==> src/rtl/fighter_pkg.sv <==
// Shared fighter-game definitions: attack phase encoding and small helpers.
package fighter_pkg;

  typedef enum logic [1:0] {
    PH_IDLE     = 2'd0,
    PH_STARTUP  = 2'd1,
    PH_ACTIVE   = 2'd2,
    PH_RECOVERY = 2'd3
  } phase_e;

  function automatic int max3(input int a, input int b, input int c);
    int m;
    m = (a > b) ? a : b;
    return (m > c) ? m : c;
  endfunction

endpackage

==> src/rtl/btn_edge_det.sv <==
// Frame-rate rising-edge detector for the attack button.
// A press is only reported after the button has been seen low at least once
// since reset, so a button held through reset release is not a press.
module btn_edge_det (
  input  logic clk,
  input  logic reset,
  input  logic scen,
  input  logic btn,
  output logic press
);

  logic prev_q, prev_d;
  logic armed_q, armed_d;

  // Sample the button level once per frame; arm on the first low sample.
  always_comb begin
    prev_d  = prev_q;
    armed_d = armed_q;
    if (scen) begin
      prev_d = btn;
      if (!btn) armed_d = 1'b1;
    end
  end

  // History registers, cleared asynchronously.
  always_ff @(posedge clk or posedge reset) begin
    if (reset) begin
      prev_q  <= 1'b0;
      armed_q <= 1'b0;
    end else begin
      prev_q  <= prev_d;
      armed_q <= armed_d;
    end
  end

  assign press = scen & btn & ~prev_q & armed_q;

endmodule

==> src/rtl/attack_sequencer.sv <==
// Attack sequencer: IDLE -> STARTUP -> ACTIVE -> RECOVERY -> IDLE, timed in
// frames (SCEN ticks). Getting hit aborts any attack; a landed hit ends the
// active window early so each swing hits at most once.
// Optional macro ATTACK_BUFFER_EN: a press late in RECOVERY is buffered and
// chains straight into the next STARTUP.
module attack_sequencer
  import fighter_pkg::*;
#(
  parameter int STARTUP_FRAMES  = 4,
  parameter int ACTIVE_FRAMES   = 3,
  parameter int RECOVERY_FRAMES = 8,
  parameter int BUFFER_FRAMES   = 4
) (
  input  logic       clk,
  input  logic       reset,
  input  logic       SCEN,
  input  logic       atk_btn,
  input  logic       hitstun_active,
  input  logic       hit_event,
  input  logic       hit_confirm,
  output logic       attack_active,
  output logic       attack_start,
  output logic [1:0] phase,
  output logic       busy
);

  localparam int MAXF  = max3(STARTUP_FRAMES, ACTIVE_FRAMES, RECOVERY_FRAMES);
  localparam int CNT_W = (MAXF > 1) ? $clog2(MAXF) : 1;
  localparam logic [CNT_W-1:0] S_LOAD = CNT_W'(STARTUP_FRAMES - 1);
  localparam logic [CNT_W-1:0] A_LOAD = CNT_W'(ACTIVE_FRAMES - 1);
  localparam logic [CNT_W-1:0] R_LOAD = CNT_W'(RECOVERY_FRAMES - 1);

  // Reject illegal frame counts at elaboration.
  if (STARTUP_FRAMES < 1 || ACTIVE_FRAMES < 1 || RECOVERY_FRAMES < 1 ||
      BUFFER_FRAMES < 1 || BUFFER_FRAMES > RECOVERY_FRAMES) begin : g_bad_cfg
    $error("attack_sequencer: illegal frame parameters");
  end

  phase_e           phase_q, phase_d;
  logic [CNT_W-1:0] cnt_q, cnt_d;
  logic             landed_q, landed_d;
  logic             start_q, start_d;
  logic             press;

  btn_edge_det u_edge (
    .clk   (clk),
    .reset (reset),
    .scen  (SCEN),
    .btn   (atk_btn),
    .press (press)
  );

`ifdef ATTACK_BUFFER_EN
  logic buf_q, buf_d;
  logic buf_take;
  // Buffered request: already latched, or a legal press inside the window now.
  assign buf_take = buf_q | (press & ~hitstun_active &
                             (int'(cnt_q) < BUFFER_FRAMES));
`endif

  // Next-state logic; nothing moves without a frame tick.
  always_comb begin
    phase_d  = phase_q;
    cnt_d    = cnt_q;
    landed_d = landed_q;
    start_d  = 1'b0;
`ifdef ATTACK_BUFFER_EN
    buf_d    = buf_q;
`endif
    if (SCEN) begin
      if (hit_event && phase_q != PH_IDLE) begin
        // Being hit cancels everything in flight.
        phase_d  = PH_IDLE;
        cnt_d    = '0;
        landed_d = 1'b0;
`ifdef ATTACK_BUFFER_EN
        buf_d    = 1'b0;
`endif
      end else begin
        case (phase_q)
          PH_IDLE: begin
            if (press && !hitstun_active && !hit_event) begin
              phase_d  = PH_STARTUP;
              cnt_d    = S_LOAD;
              landed_d = 1'b0;
              start_d  = 1'b1;
            end
          end
          PH_STARTUP: begin
            if (cnt_q == '0) begin
              phase_d = PH_ACTIVE;
              cnt_d   = A_LOAD;
            end else begin
              cnt_d = cnt_q - CNT_W'(1);
            end
          end
          PH_ACTIVE: begin
            if (hit_confirm) begin
              landed_d = 1'b1;
              phase_d  = PH_RECOVERY;
              cnt_d    = R_LOAD;
            end else if (cnt_q == '0) begin
              phase_d = PH_RECOVERY;
              cnt_d   = R_LOAD;
            end else begin
              cnt_d = cnt_q - CNT_W'(1);
            end
          end
          PH_RECOVERY: begin
            if (cnt_q == '0) begin
`ifdef ATTACK_BUFFER_EN
              buf_d = 1'b0;
              if (buf_take && !hitstun_active) begin
                phase_d  = PH_STARTUP;
                cnt_d    = S_LOAD;
                landed_d = 1'b0;
                start_d  = 1'b1;
              end else begin
                phase_d = PH_IDLE;
              end
`else
              phase_d = PH_IDLE;
`endif
            end else begin
              cnt_d = cnt_q - CNT_W'(1);
`ifdef ATTACK_BUFFER_EN
              buf_d = buf_take;
`endif
            end
          end
          default: phase_d = PH_IDLE;
        endcase
      end
    end
  end

  // State registers, cleared asynchronously (also mid-attack).
  always_ff @(posedge clk or posedge reset) begin
    if (reset) begin
      phase_q  <= PH_IDLE;
      cnt_q    <= '0;
      landed_q <= 1'b0;
      start_q  <= 1'b0;
`ifdef ATTACK_BUFFER_EN
      buf_q    <= 1'b0;
`endif
    end else begin
      phase_q  <= phase_d;
      cnt_q    <= cnt_d;
      landed_q <= landed_d;
      start_q  <= start_d;
`ifdef ATTACK_BUFFER_EN
      buf_q    <= buf_d;
`endif
    end
  end

  assign attack_active = (phase_q == PH_ACTIVE) && !landed_q;
  assign attack_start  = start_q;
  assign phase         = phase_q;
  assign busy          = (phase_q != PH_IDLE);

endmodule
==> config.mk <==
export PLATFORM = sky130hd
export DESIGN_NAME = attack_sequencer
export DESIGN_NICKNAME = d
export VERILOG_FILES = /design/src/rtl/fighter_pkg.sv /design/src/rtl/btn_edge_det.sv /design/src/rtl/attack_sequencer.sv
export SDC_FILE = /design/constraint.sdc
export NUM_CORES = 1
export LEC_CHECK = 0
export BUFFER_PORTS_ARGS = -buffer_cell sky130_fd_sc_hd__buf_2
export CAP_MARGIN = 20
export CELL_PAD_IN_SITES_DETAIL_PLACEMENT = 0
export CELL_PAD_IN_SITES_GLOBAL_PLACEMENT = 1
export CORE_AREA = 5 5 46 48
export DETAILED_ROUTE_END_ITERATION = 8
export DIE_AREA = 0 0 51 53
export HOLD_SLACK_MARGIN = 0.05
export PLACE_DENSITY_LB_ADDON = 0.1
export REMOVE_ABC_BUFFERS = 1
export SLEW_MARGIN = 5
export SYNTH_ARGS = -nofsm -noshare
export SYNTH_HDL_FRONTEND = slang
export SYNTH_SLANG_ARGS = --single-unit
==> constraint.sdc <==
create_clock -name clk -period 2.3 [get_ports clk]
set_input_delay 0.23 -clock clk [delete_from_list [all_inputs] [get_ports clk]]
set_output_delay 0.23 -clock clk [all_outputs]
set_load 0.005 [all_outputs]
==> flow_metrics.tcl, run 1 <==
set metrics [dict create \
    skew_ps 1.53 \
    worstSetupPathType "reg -> reg" \
    worstPathMaxFanout 6 \
    internal-power_uw 466 \
    utilization_pct 46.5 \
    synth_cell_types 34 \
    cts.sink_count 9 \
    relSlewSlack_pct 74.7 \
    place_inst 97 \
    place_area_um2 741 \
    areaGrowthSynthToFinish_pct 16.1 \
    vias_per_cell 5.60 \
    final_nets 99 \
    cp-end-kind "flop" \
    slowest_delay_ps 450 \
    ctsRootBufferMaster "clkbuf_4" \
    start_kind "flop" \
    clk_pin_slew_ps 70 \
    die-width_um 51 \
    combPwrFrac_pct 54.9 \
    hold_path.class "in -> reg" \
    final_cell_mix "buf_2, inv_1, dfrtp_1, ha_1, nor2_1" \
    synth.avg_cell_area_um2 9.56 \
    hold_path_end "u_edge.armed_q" \
    clockBufferDepth 2 \
    setup_viol 0 \
    syn_inst 70 \
    finalMaxSlewViolations 0 \
    gp_congestion 0.744 \
    tns_ps 0 \
    ctsHoldBuffers 1 \
    ant_nets 0 \
    netlist.area_leader.share_pct 33.6 \
    wire_per_inst_um 15.2 \
    yosysTopAreaCell "dfrtp_1" \
    num_rows 15 \
    port_buffers 11 \
    worst_ep_arrival_time_ps 1870 \
    power_frac_seq_pct 29.5 \
    worst_ep_required_time_ps 2450 \
    dp_hpwl_um 1180 \
    grt_pass1_wl_um 2530 \
    grt_pass1_vias 548 \
    antenna_found_initial 0 \
    reg2reg_from "phase[0]" \
    ys_seq_elements 9 \
    post_cts_resized 0 \
    switching_power_uw 348 \
    vdd_drop_max_mv 0.448 \
    n_antenna_cell 0 \
    drtIter0Drc 7 \
    cp_slowest_cell "dfrtp_1" \
    io_pins 12 \
    core_mm2 0.00167 \
    clkPwrFrac_pct 15.6 \
    drive_above_1_share_pct 24.7 \
    initial_core_util_pct 40.1 \
    reg2reg_to "cnt_q[2]" \
    syn_area_um2 669 \
    wl_um 1550 \
    netSwitchingFraction_pct 42.7 \
    grt.overflow.total 0 \
    grt_max_degree 12 \
    drc 0 \
    cts_setup_buffers 0 \
    worstHoldStart "atk_btn" \
    tightest_slew_ps 379 \
    cts-htree-levels 1 \
    hold_violations 0 \
    pre_cts_ws_ps 580 \
    die_h_um 53 \
    cap_viol_max_count 0 \
    cts_buffers 3 \
    dieArea_mm2 0.00270 \
    vias 571 \
    rsz0062_at_grt "no" \
    first_pass_iters 4 \
    ys_seq_area_share_pct 33.6 \
    final_cell_count_no_fill 102 \
    r2r_slack_ps 580 \
    synth_warnings 0 \
    crit_chain "inv_1, ha_1, nand2b_1, a21boi_1, nor2_2, a32o_1" \
    cts_tree "yes" \
    min_period_over_period_pct 74.7 \
    r2r_cells 6 \
    worst_slack_ps 582 \
    p_leak_nw 0.364 \
    min_period_ps 1720 \
    fin_area_um2 777 \
    synth_area_leaders "dfrtp_1, ha_1, inv_1" \
    powerDensity_mw_per_mm2 1050 \
    status "finished clean" \
    layout.cells.most_common "buf_2" \
    grt.total_usage_pct 12.7 \
    hold_path_depth 2 \
    clock_latency_ps 260 \
    fmax_mhz 582 \
]
cells by family after synthesis:
kind of cell               synth area share [%]
adders and majority gates                  11.2
and+or+nand+nor                            19.4
muxes                                      6.17
DFF                                        33.6
AOI/OAI and AO/OA                          23.7
buffers and inverters                      5.79
worst max-delay path: cells and delay by family (launching register included):
kind | cells | cell delay, ps
fa+ha+maj | 1 | 210
flops | 1 | 450
compound gates | 2 | 560
simple gates | 2 | 280
buf+inv | 1 | 110
routing by layer:
metal	share of wire, %	up-vias	global-route usage [%]	wire (um)
met1	48	275	16.0	753
met5	0	-	0	0
met4	0.58	0	5.38	9
met2	47	12	20.8	726
li1	-	282	-	-
met3	4.1	2	2.82	63
cells in the mapped netlist:
master and instances:
a211oi_2 2, nor2_1 5, or3_1 1, a21boi_1 1
a32o_1 1, and2b_1 2, nor3b_1 1, o21bai_1 2
a21oi_2 1, and4bb_4 1, o21ai_0 3, nor2b_1 1
mux2_2 1, nor2_2 1, o41ai_1 1, dfrtp_1 9
o21a_1 1, o22a_1 1, a221o_1 1, o311a_1 1
nand3b_1 1, o21ai_1 2, nand2_1 4, buf_2 1
a221oi_1 1, mux2i_1 3, inv_1 9, nand2b_1 1
a21oi_1 1, ha_1 6, nand3_1 1, nand2b_4 1
nor4_1 1, a41oi_1 1
metrics by stage:
| step | hold slack (ps) | total power, mW |
|---|---|---|
| floorplan | 57.9 | 0.570 |
| global placement | 212 | 0.693 |
| detailed placement | 219 | 0.689 |
| CTS | 193 | 0.822 |
| global route | 193 | 0.890 |
| finish | 193 | 0.814 |
registers in the layout, indices dropped and copies added (netlist names):
name and flops:
cnt_q 3, phase 2, attack_start 1, landed_q 1, u_edge.armed_q 1, u_edge.prev_q 1
power by group through the flow:
stage	combinational, mW	clock (mW)	sequential [mW]
after floorplan	0.333	0	0.237
after global placement	0.454	0	0.240
after detailed placement	0.444	0	0.245
after CTS	0.449	0.132	0.241
after global routing	0.500	0.142	0.248
final	0.447	0.127	0.240
cell type report:
class | instances | area (um2)
Multi-Input combinational cell | 51 | 405
Sequential cell | 9 | 225
Clock buffer | 4 | 26.3
Timing Repair Buffer | 12 | 65.1
Inverter | 9 | 33.8
Fill cell | 174 | 893
Tap cell | 17 | 21.3
worst max path at each step:
stage | slack, ps | cells past startpoint | start | to
final | 580 | 6 | phase[0] | cnt_q[2]
after floorplan | 770 | 6 | phase[0] | cnt_q[2]
after global routing | 440 | 6 | phase[0] | cnt_q[2]
after global placement | 690 | 6 | phase[0] | cnt_q[2]
after detailed placement | 580 | 6 | phase[0] | cnt_q[2]
after CTS | 580 | 6 | phase[0] | cnt_q[2]
Note: power is estimated with default switching activity, not from simulation.
==> inputs of run 2 (changes only) <==
Settings changed: CORE_AREA 5 5 46 48 to 5 5 50 52, DIE_AREA 0 0 51 53 to 0 0 55 57.
Clock period 2.3 ns to 1.57 ns, I/O delays scaled along.
==> run 2 against run 1 <==
First-iteration DRC count increased by 86%. Via count rose by 6.0%. Global-route usage down 0.33 points. Critical path depth is 1 lower. Final cell count rose by 22%. Clock power up 44%. Non-clock buffer count rose by 11. Register-to-register slack worse by 520 ps. Critical endpoint is now busy. Largest power group unchanged. Highest routed layer unchanged.
==> flow_metrics.tcl, run 2 (synthesized netlist as in run 1, its figures left out) <==
set metrics [dict create \
    cp_slowest_cell "dfrtp_1" \
    grt.total_usage_pct 12.4 \
    die-width_um 55 \
    hold_path_end "u_edge.armed_q" \
    hold_path_depth 2 \
    min_period_over_period_pct 96.2 \
    vias_per_cell 4.88 \
    io_pins 12 \
    vias 605 \
    core_mm2 0.00206 \
    antenna_found_initial 0 \
    clock_latency_ps 260 \
    crit_buf_inv 4 \
    regMostFlops "cnt_q" \
    setup_viol 0 \
    worst_ep_required_time_ps 1410 \
    ctsRootBufferMaster "clkbuf_4" \
    tns_ps 0 \
    drc 0 \
    crit_family "buffers and inverters" \
    worst_slack_ps 59.4 \
    worst_ep_arrival_time_ps 1350 \
    worstPathMaxFanout 5 \
    p_leak_nw 0.422 \
    drtIter0Drc 13 \
    port_buffers 11 \
    cts_tree "yes" \
    powerDensity_mw_per_mm2 1570 \
    cts_buffers 3 \
    status "finished clean" \
    first_pass_iters 4 \
    hold_violations 0 \
    tightest_slew_ps 357 \
    dieArea_mm2 0.00314 \
    place_area_um2 822 \
    finalMaxSlewViolations 0 \
    reg2reg_to "cnt_q[2]" \
    cts-htree-levels 1 \
    worstSetupPathType "reg -> out" \
    register_area_um2 225 \
    fin_area_um2 940 \
    grt_pass1_wl_um 2860 \
    initial_core_util_pct 32.4 \
    grt_max_degree 11 \
    rsz0062_at_grt "yes" \
    ant_nets 0 \
    wire_per_inst_um 13.4 \
    multi_input_area_um2 472 \
    reg2reg_from "phase[0]" \
    utilization_pct 45.5 \
    hold_slack_ps 132 \
    vdd_drop_max_mv 0.789 \
    worstHoldStart "atk_btn" \
    start_kind "flop" \
    die_h_um 57 \
    skew_ps 2.73 \
    clockBufferDepth 2 \
    cap_viol_max_count 0 \
    areaGrowthSynthToFinish_pct 40.4 \
    wl_um 1660 \
    slowest_delay_ps 430 \
    n_antenna_cell 0 \
    cts.sink_count 9 \
    r2r_cells 6 \
    num_rows 17 \
    r2r_slack_ps 60 \
    hold_path.class "in -> reg" \
    crit_chain "inv_2, ha_2, inv_1, buf_4, buf_2" \
    final_cell_mix "buf_2, buf_4, dfrtp_1, inv_1" \
    grt_pass1_vias 655 \
    relSlewSlack_pct 76.2 \
    min_period_ps 1510 \
    drive_above_1_share_pct 46.9 \
    gp_congestion 0.763 \
    fill_cells 207 \
    cp-end-kind "primary output" \
    clk_pin_slew_ps 70 \
    fmax_mhz 662 \
    largest_reg_flops 3 \
    pre_cts_ws_ps -45.4 \
    grt.overflow.total 0 \
    dp_hpwl_um 1280 \
    final_nets 110 \
]
==> run 2: cell count changes in the layout (fill, tap and decap cells not counted), sizes merged <==
cell	before	now
buf	11	22
==> run 2: metal layers <==
metal  global-route usage, %  routed length (um)  vias up
met4                    4.17                  16        0
met3                    2.35                  26        2
met5                       0                   0        -
met2                    19.9                 841        5
met1                    16.3                 778      296
li1                        -                   -      302
==> run 2: final cells by class <==
class                      instances  share of cell area [%]
clock buffer                       4                    2.80
inverter                           9                    3.60
multi-input combinational         51                    50.2
sequential                         9                    24.0
tap                               28                    3.73
timing repair buffer              23                    15.7
==> run 2: worst max-delay path by stage <==
stage,startpoint,to,slack [ps],cells after the start
2_1_floorplan,phase[0],cnt_q[2],40,6
3_3_place_gp,phase[0],cnt_q[2],-40,6
3_5_place_dp,phase[0],cnt_q[2],-50,6
4_1_cts,cnt_q[0],cnt_q[2],10,6
5_1_grt,phase[0],cnt_q[2],-20,6
6_report,phase[0],busy,60,5
==> run 2: what timing repair did <==
item,in CTS,in global routing
gates resized for setup,3,13
buffers inserted,1,1
endpoints found under the hold margin,9,0
hold buffers,1,0
pin swaps,0,2
endpoints found under the setup margin,3,8
==> run 2: power breakdown <==
| group | switching (mW) | total [mW] | leakage [nW] | internal [mW] |
|---|---|---|---|---|
| Clock | 0.0852 | 0.183 | 0.0150 | 0.0980 |
| Combinational | 0.460 | 0.943 | 0.298 | 0.483 |
| Sequential | 0.0495 | 0.345 | 0.109 | 0.295 |
==> run 2: per-stage QoR <==
step | total power, mW | instances
2_1_floorplan | 0.836 | 69
3_3_place_gp | 1.15 | 117
3_5_place_dp | 1.14 | 117
4_1_cts | 1.36 | 123
5_1_grt | 1.61 | 124
6_report | 1.47 | 124
